### src/rtl/peripheral_uart_rx.sv
`default_nettype none
// ============================================================================
// Module   : peripheral_uart_rx
// Brief    : 8N1 UART receiver with receive FIFO and J1 IO-bus register
//            interface (data pop at 0x0, status at 0x2, control at 0x4).
// Revision : 1.0 - initial release
// ============================================================================
module peripheral_uart_rx #(
    parameter int CLK_FREQ   = 50000000,
    parameter int BAUD       = 115200,
    parameter int FIFO_DEPTH = 8
) (
    input  logic        clk,
    input  logic        rst,
    input  logic [15:0] d_in,
    input  logic        cs,
    input  logic [3:0]  addr,
    input  logic        rd,
    input  logic        wr,
    output logic [15:0] d_out,
    input  logic        uart_rx,
    output logic        rx_irq
);

    localparam int c_CLKS_PER_BIT = CLK_FREQ / BAUD;
    localparam int c_HALF_BIT     = c_CLKS_PER_BIT / 2;
    localparam int c_CNT_W        = $clog2(c_CLKS_PER_BIT + 1);
    localparam int c_PTR_W        = (FIFO_DEPTH > 1) ? $clog2(FIFO_DEPTH) : 1;
    localparam int c_FCNT_W       = c_PTR_W + 1;

    localparam logic [c_CNT_W-1:0]  c_BIT_LAST  = c_CNT_W'(c_CLKS_PER_BIT - 1);
    localparam logic [c_CNT_W-1:0]  c_HALF_LAST = c_CNT_W'(c_HALF_BIT - 1);
    localparam logic [c_FCNT_W-1:0] c_FULL      = c_FCNT_W'(FIFO_DEPTH);

    localparam logic [1:0] c_ST_IDLE  = 2'd0;
    localparam logic [1:0] c_ST_START = 2'd1;
    localparam logic [1:0] c_ST_DATA  = 2'd2;
    localparam logic [1:0] c_ST_STOP  = 2'd3;

    logic                r_sync1;
    logic                r_sync2;
    logic                r_rx_prev;
    logic [1:0]          r_state;
    logic [c_CNT_W-1:0]  r_baud_cnt;
    logic [2:0]          r_bit_cnt;
    logic [7:0]          r_shift;
    logic [7:0]          r_mem [FIFO_DEPTH];
    logic [c_PTR_W-1:0]  r_wr_ptr;
    logic [c_PTR_W-1:0]  r_rd_ptr;
    logic [c_FCNT_W-1:0] r_count;
    logic                r_overrun;
    logic                r_frame_err;
    logic                r_rd0_prev;
    logic [15:0]         r_d_out;
    logic                r_rx_irq;

    logic                w_bit_tick;
    logic                w_stop_good;
    logic                w_stop_bad;
    logic                w_rd0;
    logic                w_empty;
    logic                w_full;
    logic                w_pop;
    logic                w_ctrl_wr;
    logic                w_flush;
    logic                w_push;
    logic                w_ovr_set;
    logic [c_FCNT_W-1:0] w_count_next;
    logic [15:0]         w_status;
    logic                w_unused;

    assign w_bit_tick  = (r_baud_cnt == c_BIT_LAST);
    assign w_stop_good = (r_state == c_ST_STOP) && w_bit_tick && r_sync2;
    assign w_stop_bad  = (r_state == c_ST_STOP) && w_bit_tick && !r_sync2;

    // Pop only on the first cycle of a data-register read, however long rd is held
    assign w_rd0     = cs && rd && (addr == 4'h0);
    assign w_empty   = (r_count == '0);
    assign w_full    = (r_count == c_FULL);
    assign w_pop     = w_rd0 && !r_rd0_prev && !w_empty;
    assign w_ctrl_wr = cs && wr && (addr == 4'h4);
    assign w_flush   = w_ctrl_wr && d_in[2];

    // A simultaneous pop frees the slot, so a full FIFO still accepts the byte
    assign w_push    = w_stop_good && !w_flush && (!w_full || w_pop);
    assign w_ovr_set = w_stop_good && !w_flush && w_full && !w_pop;

    assign w_status = {7'd0, (r_state != c_ST_IDLE), 4'(r_count),
                       r_frame_err, r_overrun, w_full, !w_empty};

    assign d_out    = r_d_out;
    assign rx_irq   = r_rx_irq;
    assign w_unused = &{1'b0, d_in[15:3]};

    // Two-flop synchronizer plus previous-sample register for edge detection
    always_ff @(posedge clk) begin
        if (!rst) begin
            r_sync1   <= 1'b1;
            r_sync2   <= 1'b1;
            r_rx_prev <= 1'b1;
        end else begin
            r_sync1   <= uart_rx;
            r_sync2   <= r_sync1;
            r_rx_prev <= r_sync2;
        end
    end

    // Receive state machine: start-bit qualification, mid-bit sampling, stop check
    always_ff @(posedge clk) begin
        if (!rst) begin
            r_state    <= c_ST_IDLE;
            r_baud_cnt <= '0;
            r_bit_cnt  <= 3'd0;
            r_shift    <= 8'h00;
        end else begin
            case (r_state)
                c_ST_IDLE: begin
                    if (r_rx_prev && !r_sync2) begin
                        r_state    <= c_ST_START;
                        r_baud_cnt <= '0;
                        r_bit_cnt  <= 3'd0;
                    end
                end
                c_ST_START: begin
                    if (r_baud_cnt == c_HALF_LAST) begin
                        r_baud_cnt <= '0;
                        r_state    <= r_sync2 ? c_ST_IDLE : c_ST_DATA;
                    end else begin
                        r_baud_cnt <= r_baud_cnt + 1'b1;
                    end
                end
                c_ST_DATA: begin
                    if (w_bit_tick) begin
                        r_baud_cnt <= '0;
                        r_shift    <= {r_sync2, r_shift[7:1]};
                        r_bit_cnt  <= r_bit_cnt + 3'd1;
                        if (r_bit_cnt == 3'd7) begin
                            r_state <= c_ST_STOP;
                        end
                    end else begin
                        r_baud_cnt <= r_baud_cnt + 1'b1;
                    end
                end
                c_ST_STOP: begin
                    if (w_bit_tick) begin
                        r_baud_cnt <= '0;
                        r_state    <= c_ST_IDLE;
                    end else begin
                        r_baud_cnt <= r_baud_cnt + 1'b1;
                    end
                end
                default: begin
                    r_state    <= c_ST_IDLE;
                    r_baud_cnt <= '0;
                end
            endcase
        end
    end

    // Next FIFO occupancy; flush overrides any push or pop in the same cycle
    always_comb begin
        w_count_next = r_count;
        if (w_flush) begin
            w_count_next = '0;
        end else if (w_push && !w_pop) begin
            w_count_next = r_count + 1'b1;
        end else if (w_pop && !w_push) begin
            w_count_next = r_count - 1'b1;
        end
    end

    // FIFO storage write; contents need no reset because count gates every read
    always_ff @(posedge clk) begin
        if (w_push) begin
            r_mem[r_wr_ptr] <= r_shift;
        end
    end

    // FIFO pointers, occupancy and the interrupt derived from next occupancy
    always_ff @(posedge clk) begin
        if (!rst) begin
            r_wr_ptr <= '0;
            r_rd_ptr <= '0;
            r_count  <= '0;
            r_rx_irq <= 1'b0;
        end else begin
            if (w_flush) begin
                r_wr_ptr <= '0;
                r_rd_ptr <= '0;
            end else begin
                if (w_push) begin
                    r_wr_ptr <= r_wr_ptr + 1'b1;
                end
                if (w_pop) begin
                    r_rd_ptr <= r_rd_ptr + 1'b1;
                end
            end
            r_count  <= w_count_next;
            r_rx_irq <= (w_count_next != '0);
        end
    end

    // Sticky error flags; a set in the same cycle as a clear wins
    always_ff @(posedge clk) begin
        if (!rst) begin
            r_overrun   <= 1'b0;
            r_frame_err <= 1'b0;
        end else begin
            if (w_ovr_set) begin
                r_overrun <= 1'b1;
            end else if (w_ctrl_wr && d_in[0]) begin
                r_overrun <= 1'b0;
            end
            if (w_stop_bad) begin
                r_frame_err <= 1'b1;
            end else if (w_ctrl_wr && d_in[1]) begin
                r_frame_err <= 1'b0;
            end
        end
    end

    // Registered read data, refreshed on every sampled read strobe, held otherwise
    always_ff @(posedge clk) begin
        if (!rst) begin
            r_d_out    <= 16'h0000;
            r_rd0_prev <= 1'b0;
        end else begin
            r_rd0_prev <= w_rd0;
            if (cs && rd) begin
                case (addr)
                    4'h0:    r_d_out <= w_empty ? 16'h0000 : {8'h00, r_mem[r_rd_ptr]};
                    4'h2:    r_d_out <= w_status;
                    default: r_d_out <= 16'h0000;
                endcase
            end
        end
    end

endmodule
`default_nettype wire

### config.mk
export PLATFORM = sky130hd
export DESIGN_NAME = peripheral_uart_rx
export DESIGN_NICKNAME = d
export VERILOG_FILES = /design/src/rtl/peripheral_uart_rx.sv
export SDC_FILE = /design/constraint.sdc
export NUM_CORES = 1
export LEC_CHECK = 0
export ABC_CLOCK_PERIOD_IN_PS = 3900
export CORE_MARGIN = 1.5
export CORE_UTILIZATION = 55
export CTS_CLUSTER_DIAMETER = 80
export DETAILED_ROUTE_END_ITERATION = 8
export GPL_ROUTABILITY_DRIVEN = 0
export PLACE_DENSITY = 0.86
export SLEW_MARGIN = 20
export SYNTH_ARGS = -nofsm -noshare
export SYNTH_HDL_FRONTEND = slang
export SYNTH_SLANG_ARGS = --single-unit
### constraint.sdc
create_clock -name clk -period 3.9 [get_ports clk]
set_input_delay 0.975 -clock clk [delete_from_list [all_inputs] [get_ports clk]]
set_output_delay 0.975 -clock clk [all_outputs]
set_load 0.01 [all_outputs]
### After elaboration in Yosys (flattened, before gate mapping)

Memories as Yosys holds them, arrays and structs flattened. A register that Yosys moved wholly into a read port is not among the register bits.
Cells that the tools add are included.

* equality and inequality tests: 14
* bitwise gates (word level): 1
* shift operators: 0
* div/mod/pow operators: 0
* add/sub/neg operators: 6
* mux-type cells: 27
* multiply operators: 0
* $lt $le $gt $ge: 0
* reductions and logical operators: 40

Operators by type and width (count)
* $mux 9: 3
* $pmux 9 s3: 1
* $logic_and 1x1->1: 19
* $pmux 9 s2: 1
* $mux 2: 6
* $mux 3: 4
* $mux 4: 3
* $ne 2x2->1 const B: 5
* $add 3x1->3 const B: 3
* $add 9x1->9 const B: 1
* $eq 9x8->1 const B: 1
* $eq 9x9->1 const B: 1
* $logic_not 4->1: 2
* $mux 8: 1
* $pmux 2 s4: 1
* $reduce_bool 2->1: 4
* $logic_not 1->1: 7
* $mux 1: 6
* $pmux 3 s2: 1
* $reduce_and 5->1: 1
* $add 4x1->4 const B: 1
* $eq 2x2->1 const B: 2
* $eq 4x2->1 const B: 1
* $eq 4x3->1 const B: 1
* other kinds (11): 12

* flip-flop bits (word level): 55
* bits in writable memories: 64
* word-level logic and storage cells: 104
* output and inout bits: 17
* bits of input ports: 26
* latch bits: 0
* memories kept: 1
* memory bits (read-only): 0

Memory list
* r_mem: depth 8, bits a word 8, rd ports 1, clocked after memory_dff 1, write ports 1, line 47 `logic [7:0] r_mem [FIFO_DEPTH];`

### Logic depth before layout (Yosys ltp)

Gate-level depths: netlist (run 1).

* depth after elaboration: 12
* mapped depth: 10
* depth with buffers taken out: 8

### Worst setup path before layout (run 1)

Ideal clock, no wire load.

* kind: input to register
* start point: in addr[1]
* end point: mem r_mem[4][0] (enable)
* path buffers: 0
* data required time: 3.515 ns
* setup time: 0.385 ns
* stages on the path: 5
* arrival: 2.905 ns
* setup slack: 0.610 ns
* cells stage by stage: nor4_1 > nand2_1 > and2_1 > or3_1 > nor3b_1

* word-level cells in the longest chain between the ends: 8
* elaborated cells between the ends (all ways): 13
* those cells by class: 1 x eq/ne; 2 x mux; 10 x reduce/logical

Ends and longest elaborated chain
* from (decl): line 17 `input logic [3:0] addr,`
* $eq 4x3->1 or $logic_not 4->1 (tied branches): line 81, 77
* $logic_and 1x1->1, on equally long branches: line 81, 77
* $logic_and 1x1->1, on equally long branches: line 82, 80
* $logic_not 1->1 or $logic_and 1x1->1 (tied branches): line 85, 80
* $logic_and 1x1->1 or $logic_or 1x1->1 (tied branches): line 85 `assign w_push = w_stop_good && !w_flush && (!w_full || w_pop);`
* $logic_and 1x1->1 *: line 85
* $mux 1 *: line 174 `if (w_push) begin`
* $mux 1 (not written as such) *: line 175 `r_mem[r_wr_ptr] <= r_shift;`
* to (decl): line 47

Mark *: on every way between the ends. The rest lies on a longest branch, timed or not.

### Worst setup path in the final report (run 1)

* start point: in addr[1]
* end point: mem r_mem[4][1] (enable)

Same word-level chain as after synthesis.

==> results of run 1 <==
[worst min-delay path by stage]
stage | start | to | slack (ps) | cells after the start
2_1_floorplan | r_sync1$_SDFF_PN1_ | r_sync2$_SDFF_PN1_ | 390 | 1
3_3_place_gp | r_sync1$_SDFF_PN1_ | r_sync2$_SDFF_PN1_ | 400 | 1
3_5_place_dp | r_sync1$_SDFF_PN1_ | r_sync2$_SDFF_PN1_ | 400 | 1
4_1_cts | r_sync1$_SDFF_PN1_ | r_sync2$_SDFF_PN1_ | 410 | 1
5_1_grt | r_sync1$_SDFF_PN1_ | r_sync2$_SDFF_PN1_ | 440 | 1
6_report | r_sync1$_SDFF_PN1_ | r_sync2$_SDFF_PN1_ | 400 | 1
[cells in the mapped netlist, types with 3 or more instances]
library cell   n  share of area, %
nor4_1         3              0.38
buf_2          3              0.30
clkbuf_1      14               1.1
and3_1         3              0.38
ha_1          10               2.5
a21boi_0       5              0.76
a21oi_1        9              0.91
a221oi_1       6               1.1
inv_1          8              0.61
nor2b_1       25               3.2
xor2_1         4              0.71
and2_1         4              0.51
a211oi_1       4              0.61
nor2_1        27               2.0
buf_4          7               1.1
a22oi_1        5              0.76
o21ai_0       13               1.3
xnor2_1        4              0.71
mux4_2        16               7.3
mux2i_1       13               2.6
nand3_1        7              0.71
dfxtp_1       51                21
nor3b_1       14               2.1
or3_1          3              0.38
mux2_2         8               1.8
nor3_1         9              0.91
nand2_1       20               1.5
nand2b_1       6              0.76
edfxtp_1      64                39
[layout make-up]
| type | count | share of cell area (%) |
|---|---|---|
| Timing Repair Buffer | 35 | 5.348 |
| Multi-Input combinational cell | 243 | 31.63 |
| Clock buffer | 24 | 8.296 |
| Inverter | 8 | 0.5054 |
| Sequential cell | 115 | 49.53 |
| Clock inverter | 8 | 2.422 |
| Tap cell | 108 | 2.274 |
[layer usage]
layer	part of all wire (%)	vias up	routed length, um	global-route usage, %
met5	0	-	0	0
met4	3.7	0	377	13.30
met3	4.7	33	482	6.084
met2	51	105	5176	37.77
met1	41	1546	4210	28.01
li1	-	1488	-	-
[cell families after synthesis]
| kind of cell | count (synthesis) |
|---|---|
| flip-flops | 115 |
| buffers and inverters | 33 |
| XOR/XNOR | 8 |
| adder cells (fa/ha/maj) | 10 |
| AND/OR/NAND/NOR | 130 |
| AO/OA/AOI/OAI | 51 |
| multiplexers | 37 |
| other | 1 |
[power groups by stage]
stage	clock network (mW)	logic, mW	registers (mW)
finish	1.65	0.0941	1.28
global route	1.72	0.103	1.28
CTS	1.66	0.0934	1.28
detailed placement	0	0.0920	1.31
global placement	0	0.0890	1.31
floorplan	0	0.0599	1.31
[flip-flops by register name, summed over array words and instances, names as in the netlist, 3 cells and up, named ones only]
name        flops
d_out           9
r_baud_cnt      9
r_bit_cnt       3
r_count         4
r_mem          64
r_rd_ptr        3
r_shift         8
r_wr_ptr        3
[metrics by stage]
stage / cells / util, % / hold WS (ps) / worst slack (ps) / cell area [um2]
CTS: 541 / 68.13 / 408.3 / 922.8 / 5942
global route: 541 / 68.13 / 442.8 / 813.7 / 5942
detailed placement: 509 / 60.83 / 398.2 / 424.1 / 5305
finish: 541 / 68.13 / 404.2 / 864.4 / 5942
floorplan: 391 / - / 386.3 / 609.5 / 4976
global placement: 509 / 60.83 / 395.9 / 424.2 / 5305
[worst max-delay path: cells and delay by family]
kind                   cells  cell delay, ps
buffers and inverters      2             710
and+or+nand+nor            5            1570
==> out/results.tsv, run 1 <==
metric	value	unit
status	completed	
Nets	456	
total iterations of the first detailed-routing run	4	
adder-cell share of the synthesized area	2.526	%
arrival time of the worst setup path	3260	ps
critical path fanouts, max	6	
Setup crit end kind	register	
WL per Instance	18.94	um
via/cell ratio	5.863	
Clk network pwr share	54.5	%
Clock Path Buffers	2	
final hold vios	0	
Max IR drop VDD	0.0002715	V
Die Span X	97.90	um
post-synthesis mux area share	11.72	%
cts hold-fix bufs	0	
gr usage total	23.19	%
Seq/Total Area, Yosys	59.41	%
Setup crit end	r_mem[4][1]$_DFFE_PP_	
area added between synthesis and finish	19.95	%
Max stage delay on crit path	490	ps
drt total wl	10.25	mm
# rows	34	
Initial Util	56.80	%
asr flop ratio synth	0	%
Setup Skew	13.87	ps
Slew headroom	32.49	%
Core Footprint	0.008721	mm2
CTS resizes	0	
Worst-path clk slew	60	ps
commonest non-fill, non-tap cell in the layout	edfxtp_1	
Synth Register Bits	115	
Setup Fix Bufs, Post-CTS	0	
syn avg cell area	12.87	um2
Flop pwr share	42.4	%
Worst R2R Start	r_baud_cnt[0]$_SDFFE_PN0N_	
Int Pwr	2.448	mW
fin crit period	3036	ps
Comb pwr share	3.1	%
largest family of logic cells by synthesized area	simple AND/OR/NAND/NOR gates	
Achievable Freq	329.4	MHz
share of post-route cells with drive strength above 1	16.40	%
Compound-Gate Fraction of Synth Area	7.072	%
setup violators final	0	
Synth Flop Type	edfxtp_1	
min-delay worst type	register to register	
Max Slew Vio Count	0	
antenna diode count	0	
CTS root buf	clkbuf_8	
post-route ant nets	0	
number of global-route vias before repair	3277	
clk sinks	115	
die height	97.90	um
Sw Pwr	0.5830	mW
io pins	43	
Reg-to-Reg End	r_mem[3][4]$_DFFE_PP_	
DR iter-0 viols	202	
switching share of power	19.23	%
Synth Area in XOR/XNOR	1.414	%
commonest non-fill, non-tap cells in the layout	64 x edfxtp_1, 51 x dfxtp_1, 27 x nor2_1	
DRC Markers	0	
R2R Setup Slk	960	ps
H-tree Lvls	4	
Storage cell area	0.002943	mm2
via count	3172	
Crit-path slowest cell	clkdlybuf4s50_1	
number of flops mapped to enable cells by yosys	64	
r2r worst-path depth	8	
critical-path cell list	clkdlybuf4s50_1 -> nor4_1 -> nand2_1 -> and2_1 -> or3_1 -> nor3b_1 -> buf_4	
multi-input logic area	0.001879	mm2
RSZ-0062 raised after global routing	false	
largest net degree at the start of global routing	40	
Die ar.	0.009584	mm2
CP startpoint kind	input port	
first-pass GRT wire length	16.61	mm
simple-gate share of the synthesized area	14.68	%
number of buffers added on ports	22	
dpl hpwl	6.401	mm
clock latency on the worst-skew pair	520	ps
Leak Pwr	2.053	nW
CTS buffer count	17	
Pwr Total	3.031	mW
PD cells	510.2	mW/mm2
Worst-Margin Slew	1009	ps
Mapped Cells	385	
Final Cycle Share	77.83	%
final setup TNS	0	ps
CTS tree	built	
critical path type	input port to register	
Worst setup startpoint	addr[1]	
cell area after synthesis	0.004954	mm2
Crit path required time	4120	ps
fillers	579	
antenna violations before repair	0	
Max-Cap Viols	0	
synth warn	0	
GRT overflow	0	
Netlist cell types	47	
Power figures use the tool's default switching activity.
==> inputs of run 2 (changes only) <==
--- a/config.mk
+++ b/config.mk
@@ -5,7 +5,7 @@
 export SDC_FILE = /design/constraint.sdc
 export NUM_CORES = 1
 export LEC_CHECK = 0
-export ABC_CLOCK_PERIOD_IN_PS = 3900
+export ABC_CLOCK_PERIOD_IN_PS = 3010
 export CORE_MARGIN = 1.5
 export CORE_UTILIZATION = 55
 export CTS_CLUSTER_DIAMETER = 80
==> constraint.sdc (replaced) <==
create_clock -name clk -period 3.01 [get_ports clk]
set_input_delay 0.7525 -clock clk [delete_from_list [all_inputs] [get_ports clk]]
set_output_delay 0.7525 -clock clk [all_outputs]
set_load 0.01 [all_outputs]
==> out/results.tsv, run 2 (synthesis gave the netlist of run 1 again) <==
metric	value	unit
status	completed	
Core Footprint	0.008721	mm2
number of buffers added on ports	22	
share of post-route cells with drive strength above 1	21.54	%
Final Cycle Share	93.66	%
DR iter-0 viols	222	
CTS buffer count	17	
area added between synthesis and finish	22.51	%
final setup TNS	0	ps
Max stage delay on crit path	480	ps
DP Area	0.005493	mm2
clk sinks	115	
critical-path cell list	ha_1 -> nand4_1 -> or4_1 -> a211o_1 -> buf_4 -> or3_1 -> nor3b_2 -> buf_4	
Slew headroom	48.74	%
CP startpoint kind	register	
critical path type	register to register	
met1 Use GR	27.91	%
post-route ant nets	0	
dpl hpwl	6.501	mm
met3 Use GR	5.727	%
Max IR drop VDD	0.0004559	V
arrival time of the worst setup path	3030	ps
Setup WS pre-CTS	-279.4	ps
critical path's most frequent cell	buf_4	
commonest non-fill, non-tap cells in the layout	64 x edfxtp_1, 51 x dfxtp_1, 34 x buf_4	
Setup Fix Bufs, Post-CTS	0	
commonest non-fill, non-tap cell in the layout	edfxtp_1	
Initial Util	56.80	%
CTS tree	built	
PD cells	607.0	mW/mm2
Max Slew Vio Count	0	
antenna violations before repair	0	
first-pass GRT wire length	16.50	mm
Leak Pwr	2.135	nW
RSZ-0062 raised after global routing	false	
clock latency on the worst-skew pair	510	ps
critical path fanouts, max	6	
number of global-route vias before repair	3268	
fin crit period	2819	ps
Placed Cells	531	
largest net degree at the start of global routing	40	
Crit-path slowest cell	or4_1	
CTS root buf	clkbuf_8	
final hold vios	0	
min-delay worst type	register to register	
Die ar.	0.009584	mm2
H-tree Lvls	4	
gr usage total	22.84	%
Pwr Total	3.684	mW
Max-Cap Viols	0	
Clock Path Buffers	2	
Die Span X	97.90	um
io pins	43	
Setup crit end kind	register	
GRT overflow	0	
drt total wl	10.26	mm
# rows	34	
antenna diode count	0	
via count	3294	
Worst-Margin Slew	767.8	ps
Layout Cells excl Fill	563	
max reg flops	64	
Worst Path Buf+Inv	2	
Setup Skew	9.495	ps
setup violators final	0	
via/cell ratio	5.851	
die height	97.90	um
design area	0.006068	mm2
Crit path required time	3220	ps
Achievable Freq	354.7	MHz
cts hold-fix bufs	0	
final hold slack	416.0	ps
Layout Utilization	69.58	%
Setup WS post-layout	190.7	ps
WL per Instance	18.22	um
total iterations of the first detailed-routing run	4	
DRC Markers	0	
critical path's top delay family	simple AND/OR/NAND/NOR gates	
Worst-path clk slew	60	ps
Top reg by flops	r_mem	
most used routing layer	met2	
Nets	478	
GR Layer Usage met2	37.24	%
[run 2: cell count changes in the layout (fill, tap and decap cells not counted), moves of 2 or more]
cell,change
buf_4,+21
bufinv_16,-4
clkbuf_1,-2
inv_4,+3
nor3b_1,-2
nor3b_2,+2
[run 2: layout make-up]
| type | instances | area [um2] |
|---|---|---|
| clock buffer | 23 | 510.5 |
| sequential | 115 | 2943 |
| multi-input combinational | 243 | 1892 |
| clock inverter | 9 | 62.56 |
| fill | 549 | 2653 |
| tap | 108 | 135.1 |
| inverter | 8 | 30.03 |
| timing repair buffer | 57 | 495.5 |
[run 2: worst paths after layout]
| kind | endpoint | cells after the start | start | slack [ps] |
|---|---|---|---|---|
| setup / recovery | r_mem[4][4]$_DFFE_PP_ | 8 | r_baud_cnt[0]$_SDFFE_PN0N_ | 190 |
| hold / removal | r_sync2$_SDFF_PN1_ | 1 | r_sync1$_SDFF_PN1_ | 420 |
| setup reg to reg | r_mem[4][4]$_DFFE_PP_ | 8 | r_baud_cnt[0]$_SDFFE_PN0N_ | 190 |
| hold reg to reg | r_sync2$_SDFF_PN1_ | 1 | r_sync1$_SDFF_PN1_ | 420 |
[run 2: routing by layer]
| metal | share of wire (%) | vias to the layer above | wire [um] |
|---|---|---|---|
| met2 | 51 | 112 | 5199 |
| li1 | - | 1538 | - |
| met1 | 41 | 1621 | 4181 |
| met3 | 5.3 | 23 | 540 |
| met4 | 3.3 | 0 | 338 |
| met5 | 0 | - | 0 |
[run 2: power breakdown]
group          leakage (nW)  total (mW)  switching (mW)  internal (mW)
registers              1.01        1.66          0.0104           1.65
logic                 0.844       0.134          0.0690         0.0649
clock network         0.285        1.89           0.703           1.18
total                  2.13        3.68           0.782           2.90
[run 2: what timing repair did]
item / 4_1_cts / 5_1_grt
resized for setup: 0 / 1
endpoints found under the setup margin: 0 / 8
endpoints found under the hold margin: 0 / 0
==> inputs of run 3 (changes only) <==
--- a/config.mk
+++ b/config.mk
@@ -6,7 +6,7 @@
 export NUM_CORES = 1
 export LEC_CHECK = 0
 export ABC_CLOCK_PERIOD_IN_PS = 3010
-export CORE_MARGIN = 1.5
+export CORE_MARGIN = 2
 export CORE_UTILIZATION = 55
 export CTS_CLUSTER_DIAMETER = 80
 export DETAILED_ROUTE_END_ITERATION = 8
==> out/results.tsv, run 3 (synthesis gave the netlist of run 1 again) <==
metric	value	unit
status	completed	
critical path type	register to register	
commonest non-fill, non-tap cells in the layout	64 x edfxtp_1, 51 x dfxtp_1, 33 x buf_4	
Final Cycle Share	95.81	%
setup violators final	0	
CTS buffer count	17	
final hold slack	424.8	ps
PD cells	629.5	mW/mm2
max reg flops	64	
Setup crit end kind	register	
H-tree Lvls	4	
Die ar.	0.009781	mm2
Leak Pwr	2.142	nW
final hold vios	0	
Clock Path Buffers	2	
GR Layer Usage met2	41.22	%
arrival time of the worst setup path	3110	ps
Worst-path clk slew	60	ps
commonest non-fill, non-tap cell in the layout	edfxtp_1	
io pins	43	
Max IR drop VDD	0.0006965	V
antenna diode count	0	
Crit path required time	3240	ps
clock latency on the worst-skew pair	520	ps
DR iter-0 viols	259	
Nets	476	
critical path fanouts, max	6	
Max-Cap Viols	0	
final setup TNS	0	ps
first-pass GRT wire length	18.31	mm
Die Span X	98.90	um
post-route ant nets	0	
Max Slew Vio Count	0	
total iterations of the first detailed-routing run	5	
Initial Util	56.80	%
Layout Utilization	69.64	%
die height	98.90	um
number of buffers added on ports	22	
fin crit period	2884	ps
via count	3375	
CTS tree	built	
largest net degree at the start of global routing	39	
DRC Markers	0	
Setup Skew	7.056	ps
share of post-route cells with drive strength above 1	21.19	%
fillers	556	
via/cell ratio	6.016	
number of global-route vias before repair	3519	
GRT overflow	0	
drt total wl	11.47	mm
clk sinks	115	
# rows	34	
min-delay worst type	register to register	
RSZ-0062 raised after global routing	false	
Worst-Margin Slew	801.6	ps
CTS root buf	clkbuf_8	
Achievable Freq	346.8	MHz
WL per Instance	20.44	um
dpl hpwl	6.890	mm
Slew headroom	46.48	%
met1 Use GR	30.36	%
Top reg by flops	r_mem	
met3 Use GR	7.872	%
Setup Fix Bufs, Post-CTS	0	
Core Footprint	0.008721	mm2
CP startpoint kind	register	
Pwr Total	3.823	mW
gr usage total	25.16	%
most used routing layer	met2	
area added between synthesis and finish	22.61	%
antenna violations before repair	0	
==> run 3: changes by cell type in the layout (fill, tap and decap cells not counted), sizes merged <==
| cell | before | now |
|---|---|---|
| clkbuf | 23 | 24 |
| bufinv | 0 | 2 |
| inv | 12 | 9 |
| clkinvlp | 1 | 0 |
| buf | 35 | 33 |
| clkinv | 4 | 5 |
==> run 3: cell type report <==
| type | instances | area (um2) | area share (%) |
|---|---|---|---|
| multi-input cells | 243 | 1892 | 31.15 |
| inverters | 8 | 30.03 | 0.4944 |
| flip-flops and latches | 115 | 2943 | 48.45 |
| clock inverters | 8 | 93.84 | 1.545 |
| repair buffers | 55 | 467.9 | 7.705 |
| clock buffers | 24 | 511.7 | 8.426 |
| well taps | 108 | 135.1 | 2.225 |
==> run 3: routing by layer <==
layer	vias to the layer above	wire length (um)
met5	-	0
met4	0	330
met3	36	673
met2	151	5966
met1	1656	4497
li1	1532	-
==> run 3: through the flow <==
| stage | instance area, um2 | worst slack, ps | instances |
|---|---|---|---|
| final | 6073 | 126.1 | 561 |
| after global routing | 6073 | 20.56 | 561 |
| after CTS | 6071 | 144.8 | 561 |
| after detailed placement | 5465 | -233.3 | 529 |
| after global placement | 5465 | -196.7 | 529 |
| after floorplan | 4986 | 9.174 | 391 |
==> run 3: worst paths after layout <==
check,start,to,slack (ps),depth (start not counted)
worst min-delay path,r_sync1$_SDFF_PN1_,r_sync2$_SDFF_PN1_,420,1
worst min register to register,r_sync1$_SDFF_PN1_,r_sync2$_SDFF_PN1_,420,1
worst max register to register,r_baud_cnt[0]$_SDFFE_PN0N_,r_mem[4][1]$_DFFE_PP_,130,8
worst max-delay path,r_baud_cnt[0]$_SDFFE_PN0N_,r_mem[4][1]$_DFFE_PP_,130,8
==> run 3: report_power, final <==
group	leakage [nW]	internal (mW)	switching, mW
Combinational	0.833	0.0643	0.0727
Clock	0.304	1.33	0.690
Sequential	1.01	1.65	0.0114
Total	2.14	3.05	0.774
==> run 3: timing repair <==
item                       in CTS  in global routing
setup endpoints to repair       0                  8
hold buffers                    0                  0
gates resized for setup         0                  1
==> run 3: worst max-delay path, cell delays in order, from the launching register on <==
cell and delay (ps):
dfxtp_1 420, ha_1 180, nand4_1 90, or4_1 480, a211o_1 340, buf_4 180, or3_1 410, nor3b_2 280
buf_4 210
